File: config.mk
export PLATFORM = sky130hd
export DESIGN_NAME = cphy_symbol_serializer_flat
export DESIGN_NICKNAME = d
export VERILOG_FILES = /design/src/rtl/cphy_pkg.sv /design/src/rtl/cphy_symbol_serializer_if.sv /design/src/rtl/cphy_next_state.sv /design/src/rtl/cphy_symbol_serializer.sv /design/src/flat_wrapper.sv
export SDC_FILE = /design/constraint.sdc
export NUM_CORES = 1
export LEC_CHECK = 0
export CAP_MARGIN = 20
export CORE_UTILIZATION = 53
export CTS_CLUSTER_SIZE = 28
export DETAILED_ROUTE_END_ITERATION = 10
export GPL_ROUTABILITY_DRIVEN = 0
export PLACE_DENSITY = 0.83
export SKIP_LAST_GASP = 1
export SYNTH_ARGS = -nofsm -noshare
export SYNTH_HDL_FRONTEND = slang
export SYNTH_SLANG_ARGS = --single-unit
File: constraint.sdc
create_clock -name clk -period 3 [get_ports clk]
set_input_delay 0.6 -clock clk [delete_from_list [all_inputs] [get_ports clk]]
set_output_delay 0.6 -clock clk [all_outputs]
set_load 0.01 [all_outputs]
File: src/rtl/cphy_pkg.sv
// ============================================================
// cphy_pkg : shared C-PHY wire-state and symbol definitions
// Rev 1.0
// ============================================================
`default_nettype none

package cphy_pkg;

    // Wire-state codes: bits [2:1] select the axis, bit [0] is the sign (1 = negative)
    localparam logic [2:0] WS_PX = 3'd0;
    localparam logic [2:0] WS_NX = 3'd1;
    localparam logic [2:0] WS_PY = 3'd2;
    localparam logic [2:0] WS_NY = 3'd3;
    localparam logic [2:0] WS_PZ = 3'd4;
    localparam logic [2:0] WS_NZ = 3'd5;

    localparam logic [1:0] AX_X = 2'd0;
    localparam logic [1:0] AX_Y = 2'd1;
    localparam logic [1:0] AX_Z = 2'd2;

    // Symbol encoding {F,R,P}
    localparam logic [2:0] SYM_CCW_SAME = 3'b000;
    localparam logic [2:0] SYM_CCW_OPP  = 3'b001;
    localparam logic [2:0] SYM_CW_SAME  = 3'b010;
    localparam logic [2:0] SYM_CW_OPP   = 3'b011;
    localparam logic [2:0] SYM_FLIP     = 3'b1??;

    localparam int unsigned SYMS_PER_WORD = 7;

    typedef enum logic [0:0] {
        ST_IDLE   = 1'b0,
        ST_ACTIVE = 1'b1
    } ser_state_t;

endpackage

`default_nettype wire

File: src/rtl/cphy_symbol_serializer_if.sv
// ============================================================
// cphy_symbol_serializer_if : mapped-word handshake, mapper -> serializer
// Rev 1.0
// ============================================================
`default_nettype none

interface cphy_symbol_serializer_if;
    logic [6:0] TxFlip;
    logic [6:0] TxRotation;
    logic [6:0] TxPolarity;
    logic       tx_valid;
    logic       tx_ready;

    modport master (
        output TxFlip,
        output TxRotation,
        output TxPolarity,
        output tx_valid,
        input  tx_ready
    );

    modport slave (
        input  TxFlip,
        input  TxRotation,
        input  TxPolarity,
        input  tx_valid,
        output tx_ready
    );
endinterface

`default_nettype wire

File: src/rtl/cphy_next_state.sv
// ============================================================
// cphy_next_state : combinational trio wire-state transition for one symbol
// Rev 1.0
// ============================================================
`default_nettype none

module cphy_next_state
    import cphy_pkg::*;
#(
    parameter logic [2:0] INIT_STATE = WS_PX
) (
    input  wire logic [2:0] ws_in,
    input  wire logic       flip,
    input  wire logic       rot,
    input  wire logic       pol,
    output logic [2:0]      ws_next
);

    logic [2:0] w_sym;
    logic [1:0] w_cw;
    logic [1:0] w_ccw;

    assign w_sym = {flip, rot, pol};

    always_comb begin
        w_cw  = AX_X;
        w_ccw = AX_X;
        case (ws_in[2:1])
            AX_X:    begin w_cw = AX_Y; w_ccw = AX_Z; end
            AX_Y:    begin w_cw = AX_Z; w_ccw = AX_X; end
            AX_Z:    begin w_cw = AX_X; w_ccw = AX_Y; end
            default: begin w_cw = AX_X; w_ccw = AX_X; end
        endcase

        // Codes 6/7 are not real wire states; recover to the reset state
        ws_next = INIT_STATE;
        if (ws_in <= WS_NZ) begin
            if (w_sym ==? SYM_FLIP) begin
                ws_next = {ws_in[2:1], ~ws_in[0]};
            end else begin
                case (w_sym)
                    SYM_CW_SAME: ws_next = {w_cw,  ws_in[0]};
                    SYM_CW_OPP:  ws_next = {w_cw,  ~ws_in[0]};
                    SYM_CCW_OPP: ws_next = {w_ccw, ~ws_in[0]};
                    default:     ws_next = {w_ccw, ws_in[0]};
                endcase
            end
        end
    end

endmodule

`default_nettype wire

File: src/rtl/cphy_symbol_serializer.sv
// ============================================================
// cphy_symbol_serializer : serializes 7 mapped symbols per word into wire states
// Rev 1.0
// ============================================================
`default_nettype none

module cphy_symbol_serializer
    import cphy_pkg::*;
#(
    parameter logic [2:0]  INIT_STATE = WS_PX,
    parameter int unsigned FIRST_IDX  = 6
) (
    input  wire logic                 clk,
    input  wire logic                 rst,
    input  wire logic                 sym_en,
    cphy_symbol_serializer_if.slave   bus,
    output logic [2:0]                wire_state,
    output logic                      sym_strobe,
    output logic [2:0]                sym_idx,
    output logic                      active,
    output logic                      underrun
);

    localparam logic [2:0] c_first_idx = 3'(FIRST_IDX);

    ser_state_t                 r_state;
    logic [2:0]                 r_cnt;
    logic [SYMS_PER_WORD-1:0]   r_flip;
    logic [SYMS_PER_WORD-1:0]   r_rot;
    logic [SYMS_PER_WORD-1:0]   r_pol;

    logic       w_last;
    logic       w_accept;
    logic [2:0] w_next;

    // Ready in the final symbol cycle lets the next word follow with no gap
    assign w_last       = (r_state == ST_ACTIVE) && (r_cnt == 3'd0) && sym_en;
    assign bus.tx_ready = (r_state == ST_IDLE) || w_last;
    assign w_accept     = bus.tx_valid && bus.tx_ready;
    assign active       = (r_state == ST_ACTIVE);

    cphy_next_state #(
        .INIT_STATE (INIT_STATE)
    ) u_next_state (
        .ws_in   (wire_state),
        .flip    (r_flip[SYMS_PER_WORD-1]),
        .rot     (r_rot[SYMS_PER_WORD-1]),
        .pol     (r_pol[SYMS_PER_WORD-1]),
        .ws_next (w_next)
    );

    always_ff @(posedge clk) begin
        if (rst) begin
            r_state    <= ST_IDLE;
            r_cnt      <= 3'd0;
            r_flip     <= '0;
            r_rot      <= '0;
            r_pol      <= '0;
            wire_state <= INIT_STATE;
            sym_strobe <= 1'b0;
            sym_idx    <= 3'd0;
            underrun   <= 1'b0;
        end else begin
            sym_strobe <= 1'b0;
            underrun   <= 1'b0;
            case (r_state)
                ST_IDLE: begin
                    if (w_accept) begin
                        r_flip  <= bus.TxFlip;
                        r_rot   <= bus.TxRotation;
                        r_pol   <= bus.TxPolarity;
                        r_cnt   <= c_first_idx;
                        r_state <= ST_ACTIVE;
                    end
                end
                ST_ACTIVE: begin
                    if (sym_en) begin
                        wire_state <= w_next;
                        sym_strobe <= 1'b1;
                        sym_idx    <= r_cnt;
                        // MSB-first shift: the symbol at the top is always symbol r_cnt
                        r_flip     <= {r_flip[SYMS_PER_WORD-2:0], 1'b0};
                        r_rot      <= {r_rot[SYMS_PER_WORD-2:0], 1'b0};
                        r_pol      <= {r_pol[SYMS_PER_WORD-2:0], 1'b0};
                        if (r_cnt != 3'd0) begin
                            r_cnt <= r_cnt - 3'd1;
                        end else if (w_accept) begin
                            r_flip <= bus.TxFlip;
                            r_rot  <= bus.TxRotation;
                            r_pol  <= bus.TxPolarity;
                            r_cnt  <= c_first_idx;
                        end else begin
                            r_state  <= ST_IDLE;
                            underrun <= 1'b1;
                        end
                    end
                end
                default: r_state <= ST_IDLE;
            endcase
        end
    end

endmodule

`default_nettype wire

File: src/flat_wrapper.sv
// flat-port wrapper written by rule: the top's interface ports become plain ports
module cphy_symbol_serializer_flat import cphy_pkg::*;
#(
    parameter logic [2:0]  INIT_STATE = WS_PX,
    parameter int unsigned FIRST_IDX  = 6
)
  (clk, rst, sym_en, wire_state, sym_strobe, sym_idx, active, underrun, bus_TxFlip, bus_TxRotation, bus_TxPolarity, bus_tx_valid, bus_tx_ready);
  cphy_symbol_serializer_if bus_i ();
  input  wire logic clk;
  input  wire logic rst;
  input  wire logic sym_en;
  output logic [2:0] wire_state;
  output logic sym_strobe;
  output logic [2:0] sym_idx;
  output logic active;
  output logic underrun;
  input wire logic [$bits(bus_i.TxFlip)-1:0] bus_TxFlip;
  input wire logic [$bits(bus_i.TxRotation)-1:0] bus_TxRotation;
  input wire logic [$bits(bus_i.TxPolarity)-1:0] bus_TxPolarity;
  input wire logic [$bits(bus_i.tx_valid)-1:0] bus_tx_valid;
  output wire logic [$bits(bus_i.tx_ready)-1:0] bus_tx_ready;
  assign bus_i.TxFlip = bus_TxFlip;
  assign bus_i.TxRotation = bus_TxRotation;
  assign bus_i.TxPolarity = bus_TxPolarity;
  assign bus_i.tx_valid = bus_tx_valid;
  assign bus_tx_ready = bus_i.tx_ready;
  cphy_symbol_serializer #(.INIT_STATE(INIT_STATE), .FIRST_IDX(FIRST_IDX)) u_core (.clk(clk), .rst(rst), .sym_en(sym_en), .bus(bus_i), .wire_state(wire_state), .sym_strobe(sym_strobe), .sym_idx(sym_idx), .active(active), .underrun(underrun));
endmodule
==> results of run 1 <==
-- state kept, by name, summed over array words and instances, names as in the netlist --
signal,flops
u_core.r_flip,7
u_core.r_pol,7
u_core.r_rot,7
u_core.r_cnt,3
u_core.sym_idx,3
u_core.wire_state,3
u_core.active,1
u_core.sym_strobe,1
u_core.underrun,1
-- report_power, final --
group / switching [µW] / internal (µW) / leakage (µW) / total (µW)
Sequential: 27.5 / 473 / 0.000272 / 501
Clock: 152 / 136 / 0.0000413 / 287
Combinational: 99.4 / 90.6 / 0.000370 / 190
Total: 279 / 699 / 0.000683 / 978
-- metal layers --
metal | share of wire | track usage | vias up
met3 | 0.055 | 0.05069 | 6
met1 | 0.44 | 0.2633 | 695
met2 | 0.49 | 0.3861 | 46
li1 | - | - | 742
met5 | 0 | 0 | -
met4 | 0.017 | 0.1289 | 0
-- per-stage QoR --
| step | hold slack (ns) | utilization | instance area [µm²] |
|---|---|---|---|
| after floorplan | 0.4366 | - | 1592 |
| after global placement | 0.4429 | 0.6682 | 1874 |
| after detailed placement | 0.4487 | 0.6682 | 1874 |
| after CTS | 0.4617 | 0.6931 | 1944 |
| after global routing | 0.4908 | 0.6931 | 1944 |
| final | 0.4619 | 0.6931 | 1944 |
-- path summary, 6_finish.rpt --
path / startpoint / end / slack, ns / cells after the start
hold / removal: u_core.sym_idx[2] / u_core.sym_idx[2] / 0.46 / 2
setup / recovery: u_core.r_cnt[0] / bus_tx_ready / 0.42 / 5
hold reg to reg: u_core.sym_idx[2] / u_core.sym_idx[2] / 0.46 / 2
setup reg to reg: u_core.r_cnt[0] / u_core.r_pol[4] / 1.00 / 5
-- critical path: cells and delay by family (launching register included) --
kind	cells	cell delay, ns
buffers and inverters	2	0.68
flip-flops	1	0.34
adder cells (fa/ha/maj)	1	0.25
AO/OA/AOI/OAI	1	0.24
AND/OR/NAND/NOR	1	0.15
-- cell usage in the layout, fill, tap and decap left out, types with 2 or more instances in the layout --
cell / n
o21a_1: 2
a21oi_1: 9
clkdlybuf4s50_1: 34
ha_1: 2
o211ai_1: 3
nand2_1: 9
inv_1: 5
nand2b_1: 2
a311oi_1: 19
o21ai_0: 23
clkbuf_8: 2
nor2_1: 23
clkbuf_4: 5
dfxtp_1: 33
nor2b_1: 2
buf_4: 3
nand3_1: 23
-- area by class of cell --
cell class | count | area share
well taps | 31 | 0.01995
repair buffers | 37 | 0.1866
clock inverters | 1 | 0.002574
multi-input cells | 132 | 0.4080
flip-flops and latches | 33 | 0.3398
clock buffers | 7 | 0.03346
inverters | 5 | 0.009653
-- cells by family (layout without fill, tap and decap cells) --
family                   count (synthesis)  after routing  share of synthesized area
AND/OR/NAND/NOR                         65             65                     0.2013
AO/OA/AOI/OAI                           62             62                     0.2602
flip-flops                              33             33                     0.4151
buffers and inverters                   24             50                    0.08647
adder cells (fa/ha/maj)                  2              2                    0.01572
multiplexers                             2              2                    0.01572
XOR/XNOR                                 1              1                   0.005504
==> reports/metrics.csv, run 1 <==
stage,metric,value,unit
placement,DP HPWL,2.315,mm
critical_path,worst-path fanout max,5,
global_route,vias in the first global route,1361,
synthesis,syn avg cell area,8.421,µm²
die,Core ar.,0.002805,mm²
clock_network,post-CTS setup buffers,0,
synthesis,"top cells by area, synth","dfxtp_1 (42%), a311oi_1 (10%), nand3_1 (7.2%), o21ai_0 (7.2%), nor2_1 (5.4%)",
critical_path,Required @ worst endpoint,2.40,ns
timing,Max Freq,387.2,MHz
synthesis,"top cells by count, synth","dfxtp_1 (33), nand3_1 (23), nor2_1 (23), o21ai_0 (23), a311oi_1 (19)",
power_and_ir_drop,total design power,978.0,µW
layout,Area Growth Syn to Fin,22.17,%
route,drt initial violations,61,
global_route,initial antenna violation count,0,
timing,final setup vio count,0,
clock_network,"Reg clk slew, reported paths",0.10,ns
placement,Inst Count DP,238,
clock_network,hold bufs inserted after CTS,0,
die,Die Footprint,0.003226,mm²
status,failing checks,DRC,
job,Max-Cap Viols,0,
die,Die W,56.80,µm
die,IO Count,35,
timing,RSZ-0062 raised after global routing,no,
synthesis,top cell type's share of synthesized area,0.4151,
layout,share of layout cells above drive strength 1,0.06512,
clock_network,Max Root-Sink Buffers,2,
route,Post-route DRC,4,
synthesis,Cell variety after synth,33,
min_path,worst hold path class,reg2reg,
layout,Layout Cells excl Fill,246,
synthesis,Post-synth EDFFs,0,
timing,part of the cycle the worst path needs,0.8610,
synthesis,Async SR Flop Fraction,0,
power_and_ir_drop,Leakage,0.0006835,µW
critical_path,CP max-delay cell,clkdlybuf4s50_1,
power_and_ir_drop,Worst IR Drop VDD,274.1,µV
global_route,first-pass GRT wire length,5.706,mm
clock_network,clk sink count,33,
synthesis,Syn Nets,216,
route,First-pass DRT Iterations,7,
global_route,largest net degree at the start of global routing,42,
route,routed vias,1489,
power_and_ir_drop,Power Density,503.0,mW/mm²
route,final wirelength,3.474,mm
route,DR vias/cell,6.053,
layout,fill count,238,
timing,max-slew violation count,0,
synthesis,Gate Count Post-Synth,189,
timing,fin worst setup slack,0.4170,ns
clock_network,TritonCTS Buffers,5,
die,overall die height,56.80,µm
critical_path,"Arr. time, crit path",1.98,ns
layout,Seq. cell area,660.6,µm²
synthesis,Synth area leader,dfxtp_1,
critical_path,crit path cell chain,"inv_1, ha_1, nand2b_1, o21ai_0, clkdlybuf4s50_1",
timing,Clock Skew,0.008992,ns
layout,multi-input logic area,793.3,µm²
timing,fin crit period,2.583,ns
global_route,total congestion overflow,0,
timing,Worst-Margin Slew,0.6547,ns
die,number of core rows,19,
timing,setup TNS,0,ns
clock_network,clk_lat worst skew,0.34,ns
layout,nets@finish,241,
die,Initial Util,0.5674,
critical_path,"Largest stage delay, worst path",0.58,ns
synthesis,top_reg_cell synth,dfxtp_1,
critical_path,Setup Crit Path Kind,reg2out,
placement,# port buffers,34,
critical_path,crit path launch type,register,
layout,diode count,0,
synthesis,most numerous cell in the Yosys netlist,dfxtp_1,
timing,final hold violation count,0,
clock_network,CTS tree,yes,
route,drt wl/cell,14.12,µm
placement,pre-CTS WS,0.4434,ns
global_route,gr usage total,0.2277,
clock_network,post-CTS sizing,0,
synthesis,register area share after synthesis,0.4151,
clock_network,clock root buffer,clkbuf_4,
status,run status,"finished, violations left",
critical_path,CP Capture Type,primary output,
route,Routed Antenna Nets,0,
synthesis,Yosys warnings,0,
synthesis,Synth Cell Area,0.001592,mm²
timing,Slew HR,0.5632,
clock_network,H-tree levels,2,
synthesis,Seq cells post-synth,33,
Note: power is estimated with default switching activity, not from simulation.
==> inputs of run 2 (changes only) <==
--- a/config.mk
+++ b/config.mk
@@ -11,6 +11,7 @@
 export DETAILED_ROUTE_END_ITERATION = 10
 export GPL_ROUTABILITY_DRIVEN = 0
 export PLACE_DENSITY = 0.83
+export REMOVE_ABC_BUFFERS = 1
 export SKIP_LAST_GASP = 1
 export SYNTH_ARGS = -nofsm -noshare
 export SYNTH_HDL_FRONTEND = slang
==> run 2 against run 1 <==
The run still ends with DRC left. Count of clock-buffer cells in the layout down 2. Global-route usage about the same. Clock skew down 0.00056 ns. Critical path depth unchanged. First-iteration DRC count up 20%. Combinational power up 2%. Design area down 1.0%. Sequential cell count unchanged. Via count up 0.81%.
==> reports/metrics.csv, run 2 (synthesis gave the netlist of run 1 again) <==
stage,metric,value,unit,change
route,final wirelength,3.433,mm,-1.2%
die,Die W,56.80,µm,unchanged
clock_network,CTS tree,yes,,
min_path,worst hold path class,reg2reg,,
route,Post-route DRC,2,,-2
layout,cell area after layout,0.001924,mm²,-1.0%
die,overall die height,56.80,µm,unchanged
critical_path,Reg2Reg Depth,5,,unchanged
layout,fill count,240,,+0.84%
critical_path,Required @ worst endpoint,2.40,ns,about the same
placement,# port buffers,34,,unchanged
clock_network,clk sink count,33,,unchanged
power_and_ir_drop,Pint,646.1,µW,-7.6%
layout,most frequent cells in the layout,"clkdlybuf4s50_1 (34), dfxtp_1 (33), o21ai_0 (23), nand3_1 (23), nor2_1 (23)",,
placement,Inst Count DP,239,,+0.42%
timing,Max Freq,386.3,MHz,-0.21%
die,number of core rows,19,,unchanged
min_path,Worst Hold Path EP,u_core.sym_idx[2],,
power_and_ir_drop,clock power share,0.243,,-0.051
critical_path,Setup Crit Path Kind,reg2out,,
critical_path,crit path launch type,register,,
critical_path,beginning of the critical path,u_core.r_cnt[0],,
layout,Layout Cells excl Fill,245,,-0.41%
critical_path,"Arr. time, crit path",1.99,ns,about the same
die,Core ar.,0.002805,mm²,unchanged
route,First-pass DRT Iterations,7,,unchanged
power_and_ir_drop,switching share of power,0.2913,,+0.006411
placement,post-placement cell area,0.001882,mm²,+0.40%
critical_path,Reg2Reg Launch Point,u_core.r_cnt[0],,
global_route,largest net degree at the start of global routing,42,,unchanged
timing,final setup vio count,0,,unchanged
clock_network,"Reg clk slew, reported paths",0.10,ns,about the same
status,failing checks,DRC,,
clock_network,clk_lat worst skew,0.32,ns,-0.02 ns
critical_path,worst-path fanout max,5,,unchanged
power_and_ir_drop,combinational power share,0.212,,+0.018
clock_network,H-tree levels,2,,unchanged
die,Initial Util,0.5674,,unchanged
power_and_ir_drop,Worst IR Drop VDD,309.0,µV,+13%
die,Die Footprint,0.003226,mm²,unchanged
timing,fin crit period,2.588,ns,+0.005399 ns
global_route,gr usage total,0.2282,,+0.0004854
power_and_ir_drop,Reg power frac,0.544,,+0.032
layout,"most common cell after layout, fill and taps aside",clkdlybuf4s50_1,,
min_path,hold wc startpoint,u_core.sym_idx[2],,
global_route,first-pass GRT wire length,5.747,mm,+0.72%
clock_network,clock root buffer,clkbuf_4,,
timing,setup TNS,0,ns,unchanged
clock_network,TritonCTS Buffers,5,,unchanged
layout,nets@finish,242,,+0.41%
route,drt wl/cell,14.01,µm,-0.78%
global_route,total congestion overflow,0,,unchanged
timing,Worst-Margin Slew,0.9013,ns,+0.2466 ns
status,run status,"finished, violations left",,
route,DR vias/cell,6.127,,+1.2%
timing,final hold violation count,0,,unchanged
critical_path,CP Capture Type,primary output,,
power_and_ir_drop,Leakage,0.0006739,µW,-1.4%
layout,share of layout cells above drive strength 1,0.06075,,-0.004369
global_route,vias in the first global route,1394,,+2.4%
timing,part of the cycle the worst path needs,0.8628,,+0.001800
timing,RSZ-0062 raised after global routing,no,,
route,routed vias,1501,,+0.81%
die,IO Count,35,,unchanged
power_and_ir_drop,Power Density,473.7,mW/mm²,-5.8%
layout,Area Growth Syn to Fin,20.91,%,
timing,Slew HR,0.3973,,-0.1659
clock_network,post-CTS sizing,0,,unchanged
min_path,WHS Path Cells,2,,unchanged
global_route,initial antenna violation count,0,,unchanged
timing,Clock Skew,0.008429,ns,-0.0005630 ns
route,drt initial violations,73,,+20%
power_and_ir_drop,P_sw,265.5,µW,-4.7%
timing,max-slew violation count,0,,unchanged
layout,Largest regs,"u_core.r_flip (7), u_core.r_pol (7), u_core.r_rot (7)",,
clock_network,hold bufs inserted after CTS,0,,unchanged
route,Routed Antenna Nets,0,,unchanged
clock_network,Max Root-Sink Buffers,2,,unchanged
clock_network,post-CTS setup buffers,0,,unchanged
layout,diode count,0,,unchanged
critical_path,R2R Setup Slk,1.09,ns,+0.09 ns
critical_path,RR Endpoint,u_core.r_flip[1],,
placement,DP HPWL,2.275,mm,-1.7%
job,Max-Cap Viols,0,,unchanged
==> run 2: per-stage QoR <==
stage	worst slack [ns]	hold slack [ns]	total power, µW	utilization
4_1_cts	0.4067	0.4593	915.2	0.6860
5_1_grt	0.2715	0.4853	956.9	0.6860
3_5_place_dp	0.4657	0.4462	699.6	0.6708
6_report	0.4116	0.4586	911.6	0.6860
2_1_floorplan	1.168	0.4305	612.0	-
3_3_place_gp	0.5207	0.4438	689.4	0.6708
==> run 2: worst max path at each step <==
stage,cells past startpoint,endpoint
after floorplan,1,bus_tx_ready
after global placement,4,bus_tx_ready
after detailed placement,4,bus_tx_ready
after CTS,5,bus_tx_ready
after global routing,5,bus_tx_ready
final,5,bus_tx_ready
==> run 2: worst max-delay path: stages, from the launching register on <==
cell and delay, ns:
dfxtp_1 0.34, inv_1 0.10, ha_1 0.25, nand2b_1 0.15
o21ai_0 0.25, clkdlybuf4s50_1 0.59
==> run 2: area by class of cell <==
type / instances / area [µm²] / share of cell area
multi-input combinational: 132 / 793.3 / 0.4122
clock buffer: 5 / 37.54 / 0.01951
sequential: 33 / 660.6 / 0.3433
timing repair buffer: 38 / 370.4 / 0.1925
inverter: 5 / 18.77 / 0.009753
clock inverter: 1 / 5.005 / 0.002601
tap: 31 / 38.79 / 0.02016
==> run 2: routing by layer <==
layer	GRT usage	vias to the layer above	routed length (µm)
met4	0.1115	0	24
met1	0.2647	699	1489
met2	0.3963	52	1708
met5	0	-	0
met3	0.04839	2	211
li1	-	748	-
==> run 2: power by group through the flow <==
stage | clock, µW | sequential [µW] | combinational (µW)
after global placement | 0 | 504 | 185
after CTS | 225 | 496 | 194
after global routing | 241 | 500 | 215
final | 222 | 496 | 194
after floorplan | 0 | 509 | 103
after detailed placement | 0 | 506 | 193
==> inputs of run 3 (changes only) <==
--- a/config.mk
+++ b/config.mk
@@ -10,6 +10,7 @@
 export CTS_CLUSTER_SIZE = 28
 export DETAILED_ROUTE_END_ITERATION = 10
 export GPL_ROUTABILITY_DRIVEN = 0
+export GPL_TIMING_DRIVEN = 0
 export PLACE_DENSITY = 0.83
 export REMOVE_ABC_BUFFERS = 1
 export SKIP_LAST_GASP = 1
==> run 3 against run 2 <==
The flow still finishes with violations (DRC). Critical path depth fell by 1. Via count fell by 0.73%. Global-route usage fell by 0.27 points. Critical endpoint unchanged.
==> reports/metrics.csv, run 3 (synthesis gave the netlist of run 1 again) <==
stage,metric,value,unit,change
global_route,gr usage total,0.2254,,-0.002708
power_and_ir_drop,Power Density,530.2,mW/mm²,+12%
timing,final setup vio count,0,,unchanged
clock_network,H-tree levels,2,,unchanged
clock_network,clock root buffer,clkbuf_4,,
clock_network,Max Root-Sink Buffers,2,,unchanged
layout,"most common cell after layout, fill and taps aside",clkdlybuf4s50_1,,
layout,Area Growth Syn to Fin,24.37,%,
route,DR vias/cell,6.082,,-0.73%
layout,fill count,221,,-7.9%
critical_path,"Largest stage delay, worst path",0.80,ns,+0.21 ns
critical_path,Setup Crit Path Kind,in2out,,
timing,setup TNS,0,ns,unchanged
timing,Max Freq,345.8,MHz,-10%
critical_path,Required @ worst endpoint,2.40,ns,about the same
route,final wirelength,3.538,mm,+3.1%
placement,# port buffers,34,,unchanged
critical_path,most repeated library cell on the critical path,clkdlybuf4s50_1,,
layout,diode count,0,,unchanged
min_path,worst hold path class,reg2reg,,
critical_path,worst-path fanout max,13,,+8
clock_network,hold bufs inserted after CTS,0,,unchanged
layout,Layout Cells excl Fill,245,,unchanged
route,Routed Antenna Nets,0,,unchanged
critical_path,crit path cell chain,"clkdlybuf4s50_1, inv_1, o21ai_0, clkdlybuf4s50_1",,
global_route,initial antenna violation count,0,,unchanged
power_and_ir_drop,Leakage,0.0006926,µW,+2.8%
route,Post-route DRC,2,,unchanged
job,Max-Cap Viols,0,,unchanged
die,overall die height,56.80,µm,unchanged
global_route,largest net degree at the start of global routing,42,,unchanged
global_route,met3 Track Usage GR,0.04147,,-0.006912
critical_path,"Arr. time, crit path",2.29,ns,+0.30 ns
timing,fin worst setup slack,0.1084,ns,-0.3032 ns
clock_network,clk_lat worst skew,0.34,ns,+0.02 ns
layout,Largest regs,"u_core.r_flip (7), u_core.r_pol (7), u_core.r_rot (7)",,
clock_network,TritonCTS Buffers,5,,unchanged
global_route,first-pass GRT wire length,5.685,mm,-1.1%
timing,part of the cycle the worst path needs,0.9639,,+0.1011
timing,RSZ-0062 raised after global routing,no,,
timing,Slew HR,0.5741,,+0.1768
layout,share of layout cells above drive strength 1,0.05607,,-0.004673
status,failing checks,DRC,,
global_route,GR Util met1,0.2749,,+0.01018
die,Core ar.,0.002805,mm²,unchanged
clock_network,"Reg clk slew, reported paths",0.10,ns,about the same
timing,max-slew violation count,0,,unchanged
clock_network,post-CTS sizing,0,,unchanged
critical_path,R2R Setup Slk,1.05,ns,-0.04 ns
global_route,total congestion overflow,0,,unchanged
clock_network,CTS tree,yes,,
critical_path,cell family with most CP delay,buffers and inverters,,
critical_path,crit path launch type,input port,,
global_route,gr busiest metal,met2,,
route,routed vias,1490,,-0.73%
placement,pre-CTS WS,0.1253,ns,-0.3403 ns
global_route,vias in the first global route,1340,,-3.9%
timing,Worst-Margin Slew,0.6384,ns,-0.2628 ns
status,run status,"finished, violations left",,
layout,most frequent cells in the layout,"clkdlybuf4s50_1 (34), dfxtp_1 (33), o21ai_0 (23), nand3_1 (23), nor2_1 (23)",,
die,Initial Util,0.5674,,unchanged
critical_path,CP Capture Type,primary output,,
power_and_ir_drop,Worst IR Drop VDD,450.7,µV,+46%
route,First-pass DRT Iterations,7,,unchanged
critical_path,CP max-delay cell,clkdlybuf4s50_1,,
layout,nets@finish,240,,-0.83%
placement,DP HPWL,2.155,mm,-5.3%
placement,Inst Count DP,235,,-1.7%
die,IO Count,35,,unchanged
route,drt initial violations,93,,+27%
timing,fin crit period,2.892,ns,+0.3032 ns
global_route,met2 Track Usage GR,0.3741,,-0.02211
timing,final hold violation count,0,,unchanged
route,drt wl/cell,14.44,µm,+3.1%
timing,Clock Skew,0.006478,ns,-0.001951 ns
clock_network,post-CTS setup buffers,0,,unchanged
clock_network,clk sink count,33,,unchanged
critical_path,WP buf/inv,3,,+1
die,number of core rows,19,,unchanged
die,Die W,56.80,µm,unchanged
die,Die Footprint,0.003226,mm²,unchanged
## run 3: area by class of cell
| cell class | count | area [µm²] | area share |
|---|---|---|---|
| Multi-Input combinational cell | 132 | 793.3 | 0.4008 |
| Tap cell | 31 | 38.79 | 0.01960 |
| Timing Repair Buffer | 36 | 382.9 | 0.1934 |
| Clock buffer | 7 | 55.05 | 0.02781 |
| Clock inverter | 1 | 30.03 | 0.01517 |
| Inverter | 5 | 18.77 | 0.009482 |
| Sequential cell | 33 | 660.6 | 0.3338 |
## run 3: power breakdown
part / switching (µW) / internal, µW / total, µW
Combinational: 101 / 94.9 / 196
Sequential: 27.1 / 473 / 500
Clock: 155 / 199 / 354
## run 3: stage by stage
stage	hold slack [ns]	utilization	power, µW	instance area [µm²]
after floorplan	0.4305	-	612.0	1473
after global placement	0.4430	0.6601	684.8	1852
after detailed placement	0.4510	0.6601	694.1	1852
after CTS	0.4638	0.6905	1042	1937
after global routing	0.4865	0.7056	1103	1979
final	0.4626	0.7056	1050	1979
## run 3: worst min-delay path, delay by kind of cell (launching register included)
family,cells,cell delay [ns]
flip-flops,1,0.32
AO/OA/AOI/OAI,1,0.05
AND/OR/NAND/NOR,1,0.05
## run 3: path summary, 6_finish.rpt
check / cells after the start / startpoint / endpoint
setup / recovery: 4 / sym_en / bus_tx_ready
hold / removal: 2 / u_core.r_rot[0] / u_core.r_rot[0]
setup reg to reg: 5 / u_core.r_cnt[0] / u_core.r_rot[3]
hold reg to reg: 2 / u_core.r_rot[0] / u_core.r_rot[0]
## run 3: routing by layer
layer	routed length (µm)	share of wire	up-vias
li1	-	-	745
met1	1543	0.44	703
met2	1777	0.50	38
met3	165	0.047	4
met4	53	0.015	0
met5	0	0	-
